`config.mk`:
```
export PLATFORM = sky130hd
export DESIGN_NAME = mac_sequencer
export DESIGN_NICKNAME = d
export VERILOG_FILES = /design/src/rtl/mac_sequencer.sv
export SDC_FILE = /design/constraint.sdc
export NUM_CORES = 1
export LEC_CHECK = 0
export ABC_AREA = 1
export BUFFER_PORTS_ARGS = -buffer_cell sky130_fd_sc_hd__buf_2
export CAP_MARGIN = 10
export CORE_AREA = 3 3 259 261
export DETAILED_ROUTE_END_ITERATION = 7
export DIE_AREA = 0 0 262 264
export GPL_ROUTABILITY_DRIVEN = 0
export PLACE_DENSITY = 0.3
export SKIP_LAST_GASP = 1
export SYNTH_ARGS = -nofsm -noshare
export SYNTH_HDL_FRONTEND = slang
export SYNTH_SLANG_ARGS = --single-unit
```
`constraint.sdc`:
```
create_clock -name clk -period 1.7 [get_ports clk]
set_input_delay 0.34 -clock clk [delete_from_list [all_inputs] [get_ports clk]]
set_output_delay 0.34 -clock clk [all_outputs]
set_load 0.02 [all_outputs]
```
`src/rtl/mac_sequencer.sv`:
```
// -----------------------------------------------------------------------------
// mac_sequencer
//
// Drives a matrix-vector product through an external A-lane MAC engine. Each
// pass streams the J-element vector together with A matrix rows (packed into
// one A*64-bit word per element), waits for the MAC result, and writes it to
// the result RAM at the pass index. P = ceil(I/A) passes make up one job.
//
// Optional feature macro: MAC_SEQ_WATCHDOG_EN
//   defined   : a watchdog aborts a pass after TIMEOUT cycles in WAIT without
//               beta_tvalid, sets err (sticky until the next accepted start)
//               and ends the job with a done pulse.
//   undefined : err is tied low and WAIT lasts until beta_tvalid arrives.
//
// Ports
//   clk, rst_n                 clock, asynchronous active-low reset
//   start                      job request pulse (accepted only when idle)
//   busy, done, err            job in progress / one-cycle completion / watchdog
//   v_rd_en, v_addr, v_rdata   vector RAM read port (1-cycle read latency)
//   m_rd_en, m_addr, m_rdata   matrix RAM read port (1-cycle read latency)
//   vinput, vinput_tvalid,
//   vinput_tlast               vector stream to the MAC
//   M_row, M_row_tvalid,
//   M_row_tlast                matrix-row stream to the MAC
//   beta_tvalid, beta          MAC result
//   res_wr_en, res_addr,
//   res_wdata                  result RAM write port
// -----------------------------------------------------------------------------
module mac_sequencer #(
    parameter  int J       = 14,
    parameter  int I       = 7,
    parameter  int A       = 2,
    parameter  int TIMEOUT = 1024,
    localparam int P       = (I + A - 1) / A,
    localparam int KW      = (J > 1) ? $clog2(J) : 1,
    localparam int MW      = (P * J > 1) ? $clog2(P * J) : 1,
    localparam int PW      = (P > 1) ? $clog2(P) : 1
) (
    input  logic            clk,
    input  logic            rst_n,
    input  logic            start,
    output logic            busy,
    output logic            done,
    output logic            err,
    output logic            v_rd_en,
    output logic [KW-1:0]   v_addr,
    input  logic [63:0]     v_rdata,
    output logic            m_rd_en,
    output logic [MW-1:0]   m_addr,
    input  logic [A*64-1:0] m_rdata,
    output logic [63:0]     vinput,
    output logic            vinput_tvalid,
    output logic            vinput_tlast,
    output logic [A*64-1:0] M_row,
    output logic            M_row_tvalid,
    output logic            M_row_tlast,
    input  logic            beta_tvalid,
    input  logic [A*64-1:0] beta,
    output logic            res_wr_en,
    output logic [PW-1:0]   res_addr,
    output logic [A*64-1:0] res_wdata
);

    if (J < 1 || I < 1 || A < 1 || TIMEOUT < 1) begin : g_bad_params
        $error("mac_sequencer: J, I, A and TIMEOUT must all be at least 1");
    end

    localparam logic [2:0] S_IDLE  = 3'd0;
    localparam logic [2:0] S_ISSUE = 3'd1;
    localparam logic [2:0] S_WAIT  = 3'd2;
    localparam logic [2:0] S_WRITE = 3'd3;
    localparam logic [2:0] S_DONE  = 3'd4;

    logic [2:0]      state_q, state_d;
    logic [KW-1:0]   k_q, k_d;
    logic [PW-1:0]   p_q, p_d;
    logic [A*64-1:0] res_wdata_q, res_wdata_d;
    // Stream valid/last are the read enables delayed by the RAM latency.
    logic            vld_q, vld_d;
    logic            last_q, last_d;

    wire issue   = (state_q == S_ISSUE);
    wire k_final = (k_q == KW'(J - 1));
    wire p_final = (p_q == PW'(P - 1));

`ifdef MAC_SEQ_WATCHDOG_EN
    localparam int WD_W = $clog2(TIMEOUT + 1);
    logic [WD_W-1:0] wd_q, wd_d;
    logic            err_q, err_d;
`endif

    // NOTE: every signal assigned here gets a default first, so no path can
    // leave it unassigned and infer a latch.
    always_comb begin
        state_d     = state_q;
        k_d         = k_q;
        p_d         = p_q;
        res_wdata_d = res_wdata_q;
        vld_d       = issue;
        last_d      = issue && k_final;
`ifdef MAC_SEQ_WATCHDOG_EN
        err_d       = err_q;
        // Non-WAIT states hold the counter at zero, so it is clear on entry.
        wd_d        = (state_q == S_WAIT) ? wd_q + 1'b1 : '0;
`endif
        case (state_q)
            S_IDLE: begin
                if (start) begin
                    state_d = S_ISSUE;
                    k_d     = '0;
                    p_d     = '0;
`ifdef MAC_SEQ_WATCHDOG_EN
                    err_d   = 1'b0;
`endif
                end
            end
            S_ISSUE: begin
                if (k_final) begin
                    k_d     = '0;
                    state_d = S_WAIT;
                end else begin
                    k_d = k_q + 1'b1;
                end
            end
            S_WAIT: begin
                // A result arriving on the timeout cycle still wins.
                if (beta_tvalid) begin
                    res_wdata_d = beta;
                    state_d     = S_WRITE;
                end
`ifdef MAC_SEQ_WATCHDOG_EN
                else if (wd_q == WD_W'(TIMEOUT - 1)) begin
                    err_d   = 1'b1;
                    state_d = S_DONE;
                end
`endif
            end
            S_WRITE: begin
                if (p_final) begin
                    state_d = S_DONE;
                end else begin
                    p_d     = p_q + 1'b1;
                    k_d     = '0;
                    state_d = S_ISSUE;
                end
            end
            S_DONE:  state_d = S_IDLE;
            default: state_d = S_IDLE;
        endcase
    end

    // NOTE: state registers use non-blocking assignments so every flop samples
    // the pre-edge values regardless of statement order.
    always_ff @(posedge clk or negedge rst_n) begin
        if (!rst_n) begin
            state_q     <= S_IDLE;
            k_q         <= '0;
            p_q         <= '0;
            res_wdata_q <= '0;
            vld_q       <= 1'b0;
            last_q      <= 1'b0;
        end else begin
            state_q     <= state_d;
            k_q         <= k_d;
            p_q         <= p_d;
            res_wdata_q <= res_wdata_d;
            vld_q       <= vld_d;
            last_q      <= last_d;
        end
    end

`ifdef MAC_SEQ_WATCHDOG_EN
    always_ff @(posedge clk or negedge rst_n) begin
        if (!rst_n) begin
            wd_q  <= '0;
            err_q <= 1'b0;
        end else begin
            wd_q  <= wd_d;
            err_q <= err_d;
        end
    end
    assign err = err_q;
`else
    assign err = 1'b0;
`endif

    assign busy      = (state_q != S_IDLE);
    assign done      = (state_q == S_DONE);
    assign v_rd_en   = issue;
    assign m_rd_en   = issue;
    assign v_addr    = issue ? k_q : '0;
    assign m_addr    = issue ? MW'(p_q) * MW'(J) + MW'(k_q) : '0;

    // RAM data passes straight through; gating keeps the streams at zero
    // whenever no beat is valid (including during reset).
    assign vinput        = vld_q ? v_rdata : '0;
    assign M_row         = vld_q ? m_rdata : '0;
    assign vinput_tvalid = vld_q;
    assign M_row_tvalid  = vld_q;
    assign vinput_tlast  = last_q;
    assign M_row_tlast   = last_q;

    assign res_wr_en = (state_q == S_WRITE);
    assign res_addr  = res_wr_en ? p_q : '0;
    assign res_wdata = res_wdata_q;

endmodule

```
==> metrics.yaml <==
root_buffer: "sky130_fd_sc_hd__clkbuf_16"
drive_above_1_share: 0.735
worst-endpoint-required_ps: 1360
number_of_global_route_vias_before_repair: 9616
overflow: 0
final-setup-viol-count: 211
synth_warn: 0
violations: "setup timing"
cts-buffers-inserted: 17
place_worst_setup_slack_ps: -412
hold-path-endpoint: "res_wdata[107]$_DFFE_PN0P_"
async_reset_ff_frac: 1.00
timing.fmax_ghz: 0.393
layout.nets: 2126
finalHoldWorstSlack_ps: 77.4
r2r_setup_slack_ps: 90
route.vias.total: 9208
layout.cell_area.non_filler_sq_mm: 0.0170
unique_cell_type_count_in_the_yosys_netlist: 24
yosys-top-cells-count: "sky130_fd_sc_hd__nand2_1, sky130_fd_sc_hd__inv_1, sky130_fd_sc_hd__dfrtp_1"
min_from: "beta[107]"
net_switching_power_figure_mw: 14.8
final_max_slew_viol_count: 0
power.static_leakage_nw: 10.2
pin_count_of_the_biggest_net_entering_global_routing: 69
post-route-period-util: 1.50
comb_power_share: 0.685
syn_area_sq_mm: 0.00799
cell_internal_pwr_mw: 16.3
dp_hpwl_mm: 34.0
reg2reg_from: "state_q[0]$_DFFE_PN0P_"
postLayoutSetupSlackWorst_ps: -848
worst_hold_path.num_cells: 3
yosysMostFrequentCell: "sky130_fd_sc_hd__nand2_1"
drt_pre_antenna_iters: 4
rsz_0062_raised_after_global_routing: "yes"
floorplan.die.width_um: 262
die_h_um: 264
grt_antenna_before_repair: 16
timing.rr.end: "res_wdata[77]$_DFFE_PN0P_"
dp_cells: 2575
run_status: "complete, but fails checks"
clkSinkCount: 139
synthToLayoutAreaGrowth_pct: 113
filler_cell_count: 7014
drt-total-wl_mm: 45.8
seq_power_share: 0.183
worstSetupEndpointType: "primary output"
floorplan.core_area_sq_mm: 0.0647
synth.area.top_cells: "sky130_fd_sc_hd__dfrtp_1, sky130_fd_sc_hd__nand2_1, sky130_fd_sc_hd__inv_1, sky130_fd_sc_hd__o21ai_2, sky130_fd_sc_hd__buf_6"
syn_area_per_cell_sq_um: 7.48
vias_per_cell: 3.45
effective_utilization_at_floorplan: 0.123
row_count: 93
power.ir.vdd_worst_mv: 0.733
holdCritPathClass: "in2reg"
netlist.area_leader.share: 0.435
yosys_register_bits: 139
final-seq-area_sq_mm: 0.00348
critPathKind: "reg2out"
fin_cells: 2667
grt_pass1_wl_mm: 64.5
ios: 666
synth_fp_nets: 1402
post_dp_cell_area_sq_mm: 0.0125
cts-root-to-sink-buffers: 2
drcViolationCount: 0
synth_enable_flop_cells: 0
drt-wirelength-per-cell_um: 17.2
pwr-share-clk: 0.132
ys_seq_area_frac: 0.435
cp.arrival_ps: 2210
depth_of_the_most_critical_reg_to_reg_path: 8
finalCriticalPeriod_ps: 2550
grt_usage: 0.128
final_antenna_net_count: 0
synth_cells: 1068
port_buffers: 664
worst_setup_path_start_kind: "flop"
yosys.area.top_type: "sky130_fd_sc_hd__dfrtp_1"
power.share.switching: 0.476
multi_input_logic_area_sq_mm: 0.00442
cts_tree: "done"
cts.reportedPaths.clkPinSlew_ps: 90
power_per_cell_area_mw_per_mm2: 1820
clk-insertion-delay-late_ps: 490
finalPower_mw: 31.1
h-tree-depth: 4
hold_viol_final: 0
drt-initial-drc-count: 236
ys_dominant_reg_cell: "sky130_fd_sc_hd__dfrtp_1"
finalClockSkew_ps: 39.2
overall_die_area_sq_mm: 0.0692
max_capacitance_violation_count: 0
critPathMaxFanout: 3
flip-flops by register name, summed over array words and instances, names as in the netlist:
| name | count |
|---|---|
| M_row_tlast | 1 |
| M_row_tvalid | 1 |
| k_q | 4 |
| p_q | 2 |
| res_wdata | 128 |
| state_q | 3 |
repair_timing:
| action | in CTS | in global routing |
|---|---|---|
| hold buffers | 1 | 0 |
| setup endpoints to repair | 211 | 211 |
| pin swaps | 61 | 63 |
| buffers inserted | 30 | 17 |
| resized for setup | 940 | 179 |
| cloned | 23 | 0 |
| endpoints found under the hold margin | 28 | 0 |
power by group through the flow:
stage | registers, mW | logic, mW | clock network (mW)
after floorplan | 7.40 | 6.52 | 0
after global placement | 5.65 | 13.8 | 0
after detailed placement | 5.69 | 13.8 | 0
after CTS | 5.71 | 21.4 | 4.34
after global routing | 5.89 | 22.7 | 4.44
final | 5.69 | 21.3 | 4.10
cell families (layout without fill, tap and decap cells):
logic type / Yosys count / after routing / share of synthesized area
flops: 139 / 139 / 0.435
xor+xnor: 2 / 2 / 0.00219
buf+inv: 397 / 1134 / 0.216
compound gates: 135 / 135 / 0.141
other cells: 1 / 8 / 0.000469
fa+ha+maj: 10 / 10 / 0.0166
simple gates: 384 / 384 / 0.188
final cells by class:
type / count / share of cell area
diodes: 7 / 0.00103
clock buffers: 19 / 0.0260
clock inverters: 13 / 0.00933
inverters: 342 / 0.0762
multi-input cells: 532 / 0.260
flip-flops and latches: 139 / 0.204
well taps: 855 / 0.0628
repair buffers: 760 / 0.361
worst max path at each step:
stage / start / end / slack [ps] / cells after the start
after global routing: p_q[0]$_DFFE_PN0P_ / m_addr[5] / -980 / 10
final: p_q[0]$_DFFE_PN0P_ / m_addr[5] / -850 / 10
after global placement: p_q[0]$_DFFE_PN0P_ / m_addr[5] / -440 / 10
after detailed placement: p_q[0]$_DFFE_PN0P_ / m_addr[5] / -410 / 10
after floorplan: p_q[0]$_DFFE_PN0P_ / m_addr[5] / -180 / 9
after CTS: p_q[0]$_DFFE_PN0P_ / m_addr[5] / -940 / 10
placed cells by master (no fill, tap or decap), types with 2 or more instances in the layout:
master,instances
sky130_fd_sc_hd__buf_12,37
sky130_fd_sc_hd__buf_16,12
sky130_fd_sc_hd__buf_2,452
sky130_fd_sc_hd__buf_4,32
sky130_fd_sc_hd__buf_6,222
sky130_fd_sc_hd__buf_8,4
sky130_fd_sc_hd__bufinv_16,2
sky130_fd_sc_hd__clkbuf_16,17
sky130_fd_sc_hd__clkinv_4,3
sky130_fd_sc_hd__dfrtp_1,137
sky130_fd_sc_hd__diode_2,7
sky130_fd_sc_hd__ha_1,6
sky130_fd_sc_hd__ha_4,3
sky130_fd_sc_hd__inv_1,149
sky130_fd_sc_hd__inv_2,187
sky130_fd_sc_hd__inv_4,6
sky130_fd_sc_hd__inv_6,5
sky130_fd_sc_hd__nand2_1,155
sky130_fd_sc_hd__nand2_2,4
sky130_fd_sc_hd__nand2_4,192
sky130_fd_sc_hd__nand3_1,5
sky130_fd_sc_hd__nand3_4,4
sky130_fd_sc_hd__nand3b_1,2
sky130_fd_sc_hd__nand4_1,3
sky130_fd_sc_hd__nor2_1,3
sky130_fd_sc_hd__nor2_4,12
sky130_fd_sc_hd__o21ai_0,9
sky130_fd_sc_hd__o21ai_2,121
sky130_fd_sc_hd__xor2_1,2
routing by layer:
| layer | routed length (um) | global-route usage | vias to the layer above |
|---|---|---|---|
| met5 | 135 | 0 | - |
| met4 | 1250 | 0.0496 | 20 |
| met3 | 4080 | 0.0488 | 63 |
| met2 | 23600 | 0.227 | 368 |
| met1 | 16700 | 0.137 | 4277 |
| li1 | - | - | 4480 |
metrics by stage:
| stage | utilization | TNS (ps) |
|---|---|---|
| 6_report | 0.263 | -62600 |
| 5_1_grt | 0.263 | -77840 |
| 4_1_cts | 0.259 | -89660 |
| 3_5_place_dp | 0.193 | -1020 |
| 3_3_place_gp | 0.193 | -1110 |
| 2_1_floorplan | - | -362 |
worst max-delay path, cell delays in order, from the launching register on:
cell and delay, ps:
sky130_fd_sc_hd__dfrtp_1 390, sky130_fd_sc_hd__inv_2 60, sky130_fd_sc_hd__ha_4 260, sky130_fd_sc_hd__inv_2 40
sky130_fd_sc_hd__fa_2 330, sky130_fd_sc_hd__inv_2 90, sky130_fd_sc_hd__nand3_4 70, sky130_fd_sc_hd__nand3_2 70
sky130_fd_sc_hd__nand2_2 60, sky130_fd_sc_hd__nor2_4 190, sky130_fd_sc_hd__buf_6 150
(Power assumes the default switching activity.)
